==> src/rtl/dsa_pkg.sv <==
// Shared types for the DSA signing scheduler.
package dsa_pkg;
    localparam int DSA_LEN = 64;

    typedef enum logic [2:0] {
        IDLE,
        LAUNCH,
        WAIT_CLR,
        WAIT_DONE,
        RESP
    } sched_state_t;
endpackage

==> src/rtl/rr_arbiter.sv <==
// Rotating-priority arbiter: first set request at or after ptr, with wrap.
module rr_arbiter #(
    parameter int N = 4,
    localparam int PW = (N > 1) ? $clog2(N) : 1
) (
    input  logic [N-1:0]  req,
    input  logic [PW-1:0] ptr,
    output logic [N-1:0]  gnt,
    output logic [PW-1:0] gnt_idx
);
    logic          found;
    logic [PW:0]   idx;

    always_comb begin
        gnt     = '0;
        gnt_idx = '0;
        found   = 1'b0;
        idx     = '0;
        for (int i = 0; i < N; i++) begin
            idx = {1'b0, ptr} + (PW+1)'(i);
            if (idx >= (PW+1)'(N)) begin
                idx = idx - (PW+1)'(N);
            end
            if (!found && req[idx[PW-1:0]]) begin
                found               = 1'b1;
                gnt[idx[PW-1:0]]    = 1'b1;
                gnt_idx             = idx[PW-1:0];
            end
        end
    end
endmodule

==> src/rtl/dsa_sign_sched.sv <==
// Shares one dsa_sign engine between NREQ requesters with a job watchdog.
module dsa_sign_sched
    import dsa_pkg::*;
#(
    parameter int LEN     = DSA_LEN,
    parameter int NREQ    = 4,
    parameter int TIMEOUT = 4096
) (
    input  logic                 clk,
    input  logic                 rst,
    input  logic [NREQ-1:0]      req,
    input  logic [NREQ*LEN-1:0]  req_x,
    input  logic [NREQ*LEN-1:0]  req_k,
    input  logic [NREQ*LEN-1:0]  req_z,
    output logic [NREQ-1:0]      ack,
    output logic [NREQ-1:0]      rsp_valid,
    output logic [LEN-1:0]       rsp_r,
    output logic [LEN-1:0]       rsp_s,
    output logic                 rsp_err,
    output logic                 busy,
    output logic                 eng_start,
    output logic [LEN-1:0]       eng_x,
    output logic [LEN-1:0]       eng_k,
    output logic [LEN-1:0]       eng_z,
    input  logic [LEN-1:0]       eng_r,
    input  logic [LEN-1:0]       eng_s,
    input  logic                 eng_done
);
    localparam int PW = $clog2(NREQ);
    localparam int WW = $clog2(TIMEOUT + 1);

    sched_state_t state_q, state_d;

    logic [PW-1:0]   ptr_q, ptr_d;
    logic [PW-1:0]   owner_q, owner_d;
    logic [WW-1:0]   wd_q, wd_d, wd_inc;
    logic            err_q, err_d;
    logic [LEN-1:0]  res_r_q, res_r_d;
    logic [LEN-1:0]  res_s_q, res_s_d;
    logic [LEN-1:0]  ex_q, ex_d, ek_q, ek_d, ez_q, ez_d;
    logic [NREQ-1:0] ack_q, ack_d;
    logic [NREQ-1:0] rv_q, rv_d;
    logic [LEN-1:0]  rr_q, rr_d, rs_q, rs_d;
    logic            rerr_q, rerr_d;
    logic            busy_q, busy_d;
    logic            start_q, start_d;

    logic [NREQ-1:0] gnt;
    logic [PW-1:0]   gnt_idx;
    logic            in_wait, wd_hit, done_ok;

    rr_arbiter #(.N(NREQ)) u_arb (
        .req     (req),
        .ptr     (ptr_q),
        .gnt     (gnt),
        .gnt_idx (gnt_idx)
    );

    assign in_wait = (state_q == WAIT_CLR) || (state_q == WAIT_DONE);
    assign wd_inc  = (wd_q == WW'(TIMEOUT)) ? wd_q : wd_q + 1'b1;
    assign wd_hit  = in_wait && (wd_inc == WW'(TIMEOUT));
    // A done seen in WAIT_CLR is stale; only WAIT_DONE may complete a job.
    assign done_ok = (state_q == WAIT_DONE) && eng_done;

    always_ff @(posedge clk) begin
        if (rst) begin
            state_q <= IDLE;
        end else begin
            state_q <= state_d;
        end
    end

    always_comb begin
        state_d = state_q;
        unique case (state_q)
            IDLE: begin
                if (|req) state_d = LAUNCH;
            end
            LAUNCH: begin
                state_d = WAIT_CLR;
            end
            WAIT_CLR: begin
                if (wd_hit) state_d = RESP;
                else if (!eng_done) state_d = WAIT_DONE;
            end
            WAIT_DONE: begin
                if (eng_done || wd_hit) state_d = RESP;
            end
            RESP: begin
                state_d = IDLE;
            end
            default: state_d = IDLE;
        endcase
    end

    always_comb begin
        ptr_d   = ptr_q;
        owner_d = owner_q;
        wd_d    = wd_q;
        err_d   = err_q;
        res_r_d = res_r_q;
        res_s_d = res_s_q;
        ex_d    = ex_q;
        ek_d    = ek_q;
        ez_d    = ez_q;
        ack_d   = '0;
        rv_d    = '0;
        rr_d    = '0;
        rs_d    = '0;
        rerr_d  = 1'b0;
        busy_d  = (state_q != IDLE);
        start_d = (state_q == LAUNCH);
        unique case (state_q)
            IDLE: begin
                if (|req) begin
                    ack_d   = gnt;
                    owner_d = gnt_idx;
                    ptr_d   = (gnt_idx == PW'(NREQ - 1)) ? '0 : gnt_idx + 1'b1;
                    ex_d    = req_x[int'(gnt_idx)*LEN +: LEN];
                    ek_d    = req_k[int'(gnt_idx)*LEN +: LEN];
                    ez_d    = req_z[int'(gnt_idx)*LEN +: LEN];
                end
            end
            LAUNCH: begin
                wd_d  = '0;
                err_d = 1'b0;
            end
            WAIT_CLR, WAIT_DONE: begin
                wd_d = wd_inc;
                if (done_ok) begin
                    res_r_d = eng_r;
                    res_s_d = eng_s;
                    err_d   = 1'b0;
                end else if (wd_hit) begin
                    res_r_d = '0;
                    res_s_d = '0;
                    err_d   = 1'b1;
                end
            end
            RESP: begin
                rv_d   = NREQ'(1) << owner_q;
                rerr_d = err_q;
                rr_d   = res_r_q;
                rs_d   = res_s_q;
            end
            default: ;
        endcase
    end

    always_ff @(posedge clk) begin
        if (rst) begin
            ptr_q   <= '0;
            owner_q <= '0;
            wd_q    <= '0;
            err_q   <= 1'b0;
            res_r_q <= '0;
            res_s_q <= '0;
            ex_q    <= '0;
            ek_q    <= '0;
            ez_q    <= '0;
            ack_q   <= '0;
            rv_q    <= '0;
            rr_q    <= '0;
            rs_q    <= '0;
            rerr_q  <= 1'b0;
            busy_q  <= 1'b0;
            start_q <= 1'b0;
        end else begin
            ptr_q   <= ptr_d;
            owner_q <= owner_d;
            wd_q    <= wd_d;
            err_q   <= err_d;
            res_r_q <= res_r_d;
            res_s_q <= res_s_d;
            ex_q    <= ex_d;
            ek_q    <= ek_d;
            ez_q    <= ez_d;
            ack_q   <= ack_d;
            rv_q    <= rv_d;
            rr_q    <= rr_d;
            rs_q    <= rs_d;
            rerr_q  <= rerr_d;
            busy_q  <= busy_d;
            start_q <= start_d;
        end
    end

    assign ack       = ack_q;
    assign rsp_valid = rv_q;
    assign rsp_r     = rr_q;
    assign rsp_s     = rs_q;
    assign rsp_err   = rerr_q;
    assign busy      = busy_q;
    assign eng_start = start_q;
    assign eng_x     = ex_q;
    assign eng_k     = ek_q;
    assign eng_z     = ez_q;
endmodule

==> config.mk <==
export PLATFORM = sky130hd
export DESIGN_NAME = dsa_sign_sched
export DESIGN_NICKNAME = d
export VERILOG_FILES = /design/src/rtl/dsa_pkg.sv /design/src/rtl/rr_arbiter.sv /design/src/rtl/dsa_sign_sched.sv
export SDC_FILE = /design/constraint.sdc
export NUM_CORES = 1
export LEC_CHECK = 0
export CAP_MARGIN = 0
export CORE_AREA = 4 4 478 480
export DETAILED_ROUTE_END_ITERATION = 16
export DIE_AREA = 0 0 482 484
export PLACE_DENSITY_LB_ADDON = 0.12
export REMOVE_ABC_BUFFERS = 1
export SLEW_MARGIN = 40
export SYNTH_ARGS = -nofsm -noshare
export SYNTH_HDL_FRONTEND = slang
export SYNTH_SLANG_ARGS = --single-unit
export TNS_END_PERCENT = 100
==> constraint.sdc <==
create_clock -name clk -period 8.5 [get_ports clk]
set_input_delay 1.7 -clock clk [delete_from_list [all_inputs] [get_ports clk]]
set_output_delay 1.7 -clock clk [all_outputs]
set_load 0.01 [all_outputs]
=== Word level (Yosys, flattened, before mapping) ===
Index checks and enable logic that the tools add are counted.

* $add $sub $neg: 9
* Shifts and indexed selects: 4
* Reduce and logical (&&, ||, !) cells: 26
* Multiplexer cells: 45
* Order comparisons: 12
* Eq/ne operators: 11
* Bitwise gates (word level): 6

{| class="wikitable"
|+ Operator list
! operator !! number
|-
| $shiftx 256x9->64 || 3
|-
| $mux 64 || 3
|-
| $eq 13x13->1 const B || 2
|-
| $pmux 13 s2 || 1
|-
| $mux 2 || 9
|-
| $mux 4 || 4
|-
| $add 13x1->13 const B || 1
|-
| $mux 1 || 13
|-
| $mux 13 || 1
|-
| $lt 2x3->1 const B || 4
|-
| $mux 3 || 4
|-
| $or 4x4->4 || 3
|-
| $pmux 3 s4 || 1
|-
| $ge 3x3->1 const B || 3
|-
| $logic_and 1x1->1 || 9
|-
| $bmux 1 s2 || 4
|-
| $demux 1 s2 || 4
|-
| $ge 2x1->1 const B || 4
|-
| $sub 2x1->2 const B || 4
|-
| $add 2x2->3 const B || 2
|-
| $eq 3x2->1 const B || 2
|-
| $ne 3x3->1 const B || 2
|-
| $reduce_and 2->1 || 3
|-
| $reduce_bool 2->1 || 2
|-
| 19 further kinds || 25
|}

* Bits of input ports: 903
* Output and inout port bits: 331
* Flip-flop bits (word level): 480

=== Depth between registers and ports, before layout ===
* Word-level depth: 16
* Gate-level depth with buffers: 12
* Gate-level depth less buffers: 8

=== Hierarchy ===
Synthesis repeated with hierarchy kept, for this count alone.

* Cell total of the unflattened synthesis: 2163
* Area, all modules: 21516.9 µm²

{| class="wikitable"
|+ By module, submodules not included
! module !! area each (µm²) !! times used !! cells each
|-
| dsa_sign_sched || 21112.7 || 1 || 2115
|-
| rr_arbiter || 404.1 || 1 || 48
|}

=== Worst setup path before layout ===
Ideal clock, no wire load.

* Kind: input to register
* From: in req[3]
* To: reg ek_q[0], in the netlist eng_k[0]
* Slack: 4.763 ns
* Path buffers: 4
* Data required time: 8.421 ns
* Cell stages on the path: 10
* Data arrival time: 3.658 ns
* Path through: clkbuf_1 -> mux4_2 -> buf_2 -> nor2_1 -> o21a_1 -> clkbuf_1 -> clkbuf_1 -> o21ai_0 -> a21o_1 -> o211ai_1

* Longest elaborated chain between the ends: 13

{| class="wikitable"
|+ Ends and longest elaborated chain
! item !! line !! text
|-
| start: declaration || dsa_sign_sched.sv:11 || <nowiki>input logic [NREQ-1:0] req,</nowiki>
|-
| $bmux 1 s2 || rr_arbiter.sv:24 || <nowiki>if (!found && req[idx[PW-1:0]]) begin</nowiki>
|-
| $mux 1 (implied by the code) || rr_arbiter.sv:24 ||
|-
| $mux 1 || rr_arbiter.sv:24 ||
|-
| $logic_not 1->1 || rr_arbiter.sv:24 ||
|-
| $logic_and 1x1->1 || rr_arbiter.sv:24 ||
|-
| $mux 1 || rr_arbiter.sv:24 ||
|-
| $logic_not 1->1 || rr_arbiter.sv:24 ||
|-
| $logic_and 1x1->1 || rr_arbiter.sv:24 ||
|-
| $mux 1 || rr_arbiter.sv:24 ||
|-
| $logic_not 1->1 || rr_arbiter.sv:24 ||
|-
| $logic_and 1x1->1 || rr_arbiter.sv:24 ||
|-
| $mux 2 || rr_arbiter.sv:24 ||
|-
| $shiftx 256x9->64 || dsa_sign_sched.sv:120 || <nowiki>ek_d = req_k[int'(gnt_idx)*LEN +: LEN];</nowiki>
|-
| end signal: assignment || dsa_sign_sched.sv:176 || <nowiki>ek_q <= ek_d;</nowiki>
|-
| end: declaration || dsa_sign_sched.sv:40 || <nowiki>logic [LEN-1:0] ex_q, ex_d, ek_q, ek_d, ez_q, ez_d;</nowiki>
|}

Parallel ways exist; a longest one is shown, timed or not. The select of a mux whose other input is x is not followed.
A chain may end at the register's enable or synchronous reset.

=== Worst setup path in the final report ===
* From: in req[2]
* To: reg ex_q[50], in the netlist eng_x[50]

* Longest elaborated chain between the ends: 13

{| class="wikitable"
|+ Ends and longest elaborated chain
! item !! line !! text
|-
| $bmux 1 s2 || rr_arbiter.sv:24 ||
|-
| $mux 1 (implied by the code) || rr_arbiter.sv:24 ||
|-
| $mux 1 || rr_arbiter.sv:24 ||
|-
| $logic_not 1->1 || rr_arbiter.sv:24 ||
|-
| $logic_and 1x1->1 || rr_arbiter.sv:24 ||
|-
| $mux 1 || rr_arbiter.sv:24 ||
|-
| $logic_not 1->1 || rr_arbiter.sv:24 ||
|-
| $logic_and 1x1->1 || rr_arbiter.sv:24 ||
|-
| $mux 1 || rr_arbiter.sv:24 ||
|-
| $logic_not 1->1 || rr_arbiter.sv:24 ||
|-
| $logic_and 1x1->1 || rr_arbiter.sv:24 ||
|-
| $mux 2 || rr_arbiter.sv:24 ||
|-
| $shiftx 256x9->64 || dsa_sign_sched.sv:119 || <nowiki>ex_d = req_x[int'(gnt_idx)*LEN +: LEN];</nowiki>
|-
| end signal: assignment || dsa_sign_sched.sv:158 || <nowiki>ex_q <= '0;</nowiki>
|-
| end signal: assignment || dsa_sign_sched.sv:175 || <nowiki>ex_q <= ex_d;</nowiki>
|-
| end: declaration || dsa_sign_sched.sv:40 ||
|}

Parallel ways exist; a longest one is shown, timed or not. The select of a mux whose other input is x is not followed.

==> reports/metrics.cfg <==
[pwr]
swShare_pct=42.4
p_sw_mw=5.22
clock_power_share_pct=25.7
leakagePower_nw=13.6
vdd.ir_drop.worst_uv=386
p_per_area_mw_per_mm2=310
comb_power_share_pct=48.9
power.internal_mw=7.09
power.sequential.fraction_pct=25.4

[route]
drt_pre_antenna_iters=5
wl_per_cell_um=26.6
total_length_of_routed_wires_um=173000
drt_first_iter_violations=969
num_vias=23362
remaining_drc_errors=0
detail_route.vias_per_cell=3.60
ant_nets=0

[cts]
insertion_delay_ns=0.68
ctsRootBufferMaster=clkbuf_16
post_cts.resized_instances=0
cts_tree=yes
cts-buffers-inserted=73
post_cts.repair.setup_buffers=0
cts.htree.levels=3
ctsLongestPathBuffers=3
clk_transition_reported_paths_ns=0.06
cts_num_sinks=480
cts-hold-fix-buffers=0

[floorplanning]
die_w_um=482
io_pins=1234
core.rowCount=174
placeableCoreArea_sq_mm=0.224
floorplan.die_area_sq_mm=0.233
chipHeight_um=484
start_util_pct=9.56

[critical_path]
criticalPathCategory=in2reg
worst-path-max-fanout=81
timing.critical_path.from_type=primary input
critPathCaptureType=flip-flop
critPathCapture=eng_x[50]
worst-r2r-setup-slack_ns=3.42
crit_path_start=req[2]
crit_arrival_ns=5.82
worstReg2RegEnd=eng_x[50]
worstRegToRegCells=12
critical_path_required_ns=9.09

[synthesis]
netlist.area_leader.share_pct=44.8
ys_seq_elements=480
combined_area_of_all_synthesized_cells_sq_mm=0.0214
synth_enable_flop_cells=0
synthDistinctLibCells=51
synth-main-ff-cell=dfxtp_1
ys_async_sr_fraction_pct=0
synth.largest_area_cell=dfxtp_1
yosysWarningCount=0
netlist_top_cells_area=dfxtp_1, mux2i_1, o211ai_1
synthCells=2328
synth-seq-area-share_pct=44.8
synthMostInstantiatedCell=dfxtp_1
synth.avg_cell_area_sq_um=9.20
post_synth_most_frequent_cells=dfxtp_1, nand2_1, o21ai_0

[cells_and_area]
post-route-util_pct=17.7
nFillCells=25181
drive_gt1_share_pct=4.97
seqCellArea_sq_mm=0.00961
final_net_count=4341
multi_input_comb_area_sq_mm=0.0109
area_growth_syn_to_layout_pct=85.1

[sta]
timing.slew.headroom_pct=35.2
final-max-slew-violation-count=0
final_min_period_over_clock_period_pct=61.5
finalCriticalPeriod_ns=5.23
totalNegativeSetupSlack_ns=0
final-hold-violation-count=0
highest_attainable_clock_frequency_mhz=191
grt_setup_unrepaired=no
tightestPinTransition_ns=0.973
skew_ns=0.0326
setup_viol=0

[place]
final_hpwl_dp_um=134000
port_buffers=1233
gp_weighted_congestion=0.791

[global_routing]
grt_max_degree=130
grt_first_pass_wirelength_um=228000
grt_util_all_layers_pct=14.2
grt.overflow.total=0
antenna_violations_before_repair=104
first_global_vias=24794

[run_status]
status=finished, final reports clean

[flow_run]
number_of_max_cap_violations=0

[min_path]
hp-class=reg2reg

## logic make-up after synthesis
logic type      Yosys count  share of synthesized area, %
compound gates          770                          26.0
simple gates            621                          14.3
flops                   480                          44.8
buf+inv                 249                          4.99
mux                     197                          9.38
fa+ha+maj                 6                         0.350
xor+xnor                  5                         0.204
## layout by cell type (no fill, tap or decap), types with 128 or more instances in the layout
cell,n
o211ai_1,195
nand3_1,195
and2_1,131
o21ai_0,205
nand2_1,207
mux2i_1,192
a21o_1,193
clkdlybuf4s50_1,1233
a32o_1,128
dfxtp_1,480
## layer usage
metal  share of wire (%)  global-route usage (%)  wire (um)  up-vias
met5                0.22                       0        379        -
met4                 2.2                    3.06       3770       64
met3                 9.4                    6.08      16200      268
met2                  52                    26.2      89100      958
met1                  37                    14.8      63300    11255
li1                    -                       -          -    10817
## through the flow
stage	instance area (sq um)	setup WS, ns	hold slack [ns]	total power [mW]	std cells
4_1_cts	39500	3.58	0.441	12.7	6474
2_1_floorplan	20400	-11.77	0.423	6.22	2085
6_report	39700	3.27	0.449	12.3	6498
3_5_place_dp	37100	2.86	0.439	9.40	6347
3_3_place_gp	37000	2.78	0.436	9.39	6345
5_1_grt	39600	3.18	0.463	13.1	6485
## critical path, cell delays in order
cell             delay, ns
clkdlybuf4s50_1       0.56
mux4_2                0.53
nor2b_2               0.22
o21ai_4               0.17
buf_4                 0.50
buf_12                0.30
buf_16                0.33
buf_4                 0.68
nand3_1               0.19
a21o_1                0.19
o211ai_1              0.08
## how the worst min path moves through the flow
stage | startpoint | end | depth (start not counted)
after floorplan | err_q | rsp_err | 1
final | res_s_q[25] | rsp_s[25] | 1
after CTS | res_r_q[46] | rsp_r[46] | 1
after global routing | res_r_q[2] | rsp_r[2] | 1
after detailed placement | res_r_q[27] | rsp_r[27] | 1
after global placement | res_r_q[21] | rsp_r[21] | 1
## area by class of cell
cell class / count / share of cell area [%]
repair buffers: 1272 / 32.5
inverters: 6 / 0.0568
well taps: 2992 / 9.44
clock inverters: 18 / 0.754
multi-input cells: 1599 / 27.4
clock buffers: 109 / 5.45
diodes: 22 / 0.139
flip-flops and latches: 480 / 24.2
## power by group through the flow
stage	Sequential, mW	Clock [mW]	Combinational, mW
after global routing	3.20	3.39	6.52
after CTS	3.15	3.35	6.25
after detailed placement	3.18	0	6.22
final	3.13	3.16	6.02
after floorplan	3.29	0	2.94
after global placement	3.18	0	6.21
## sequential cells by signal, indices dropped and copies added (netlist names), 13 cells and up, named ones only
register	cells
res_r_q	64
rsp_r	64
eng_z	64
eng_k	64
rsp_s	64
eng_x	64
wd_q	13
res_s_q	64
(Power assumes the default switching activity.)
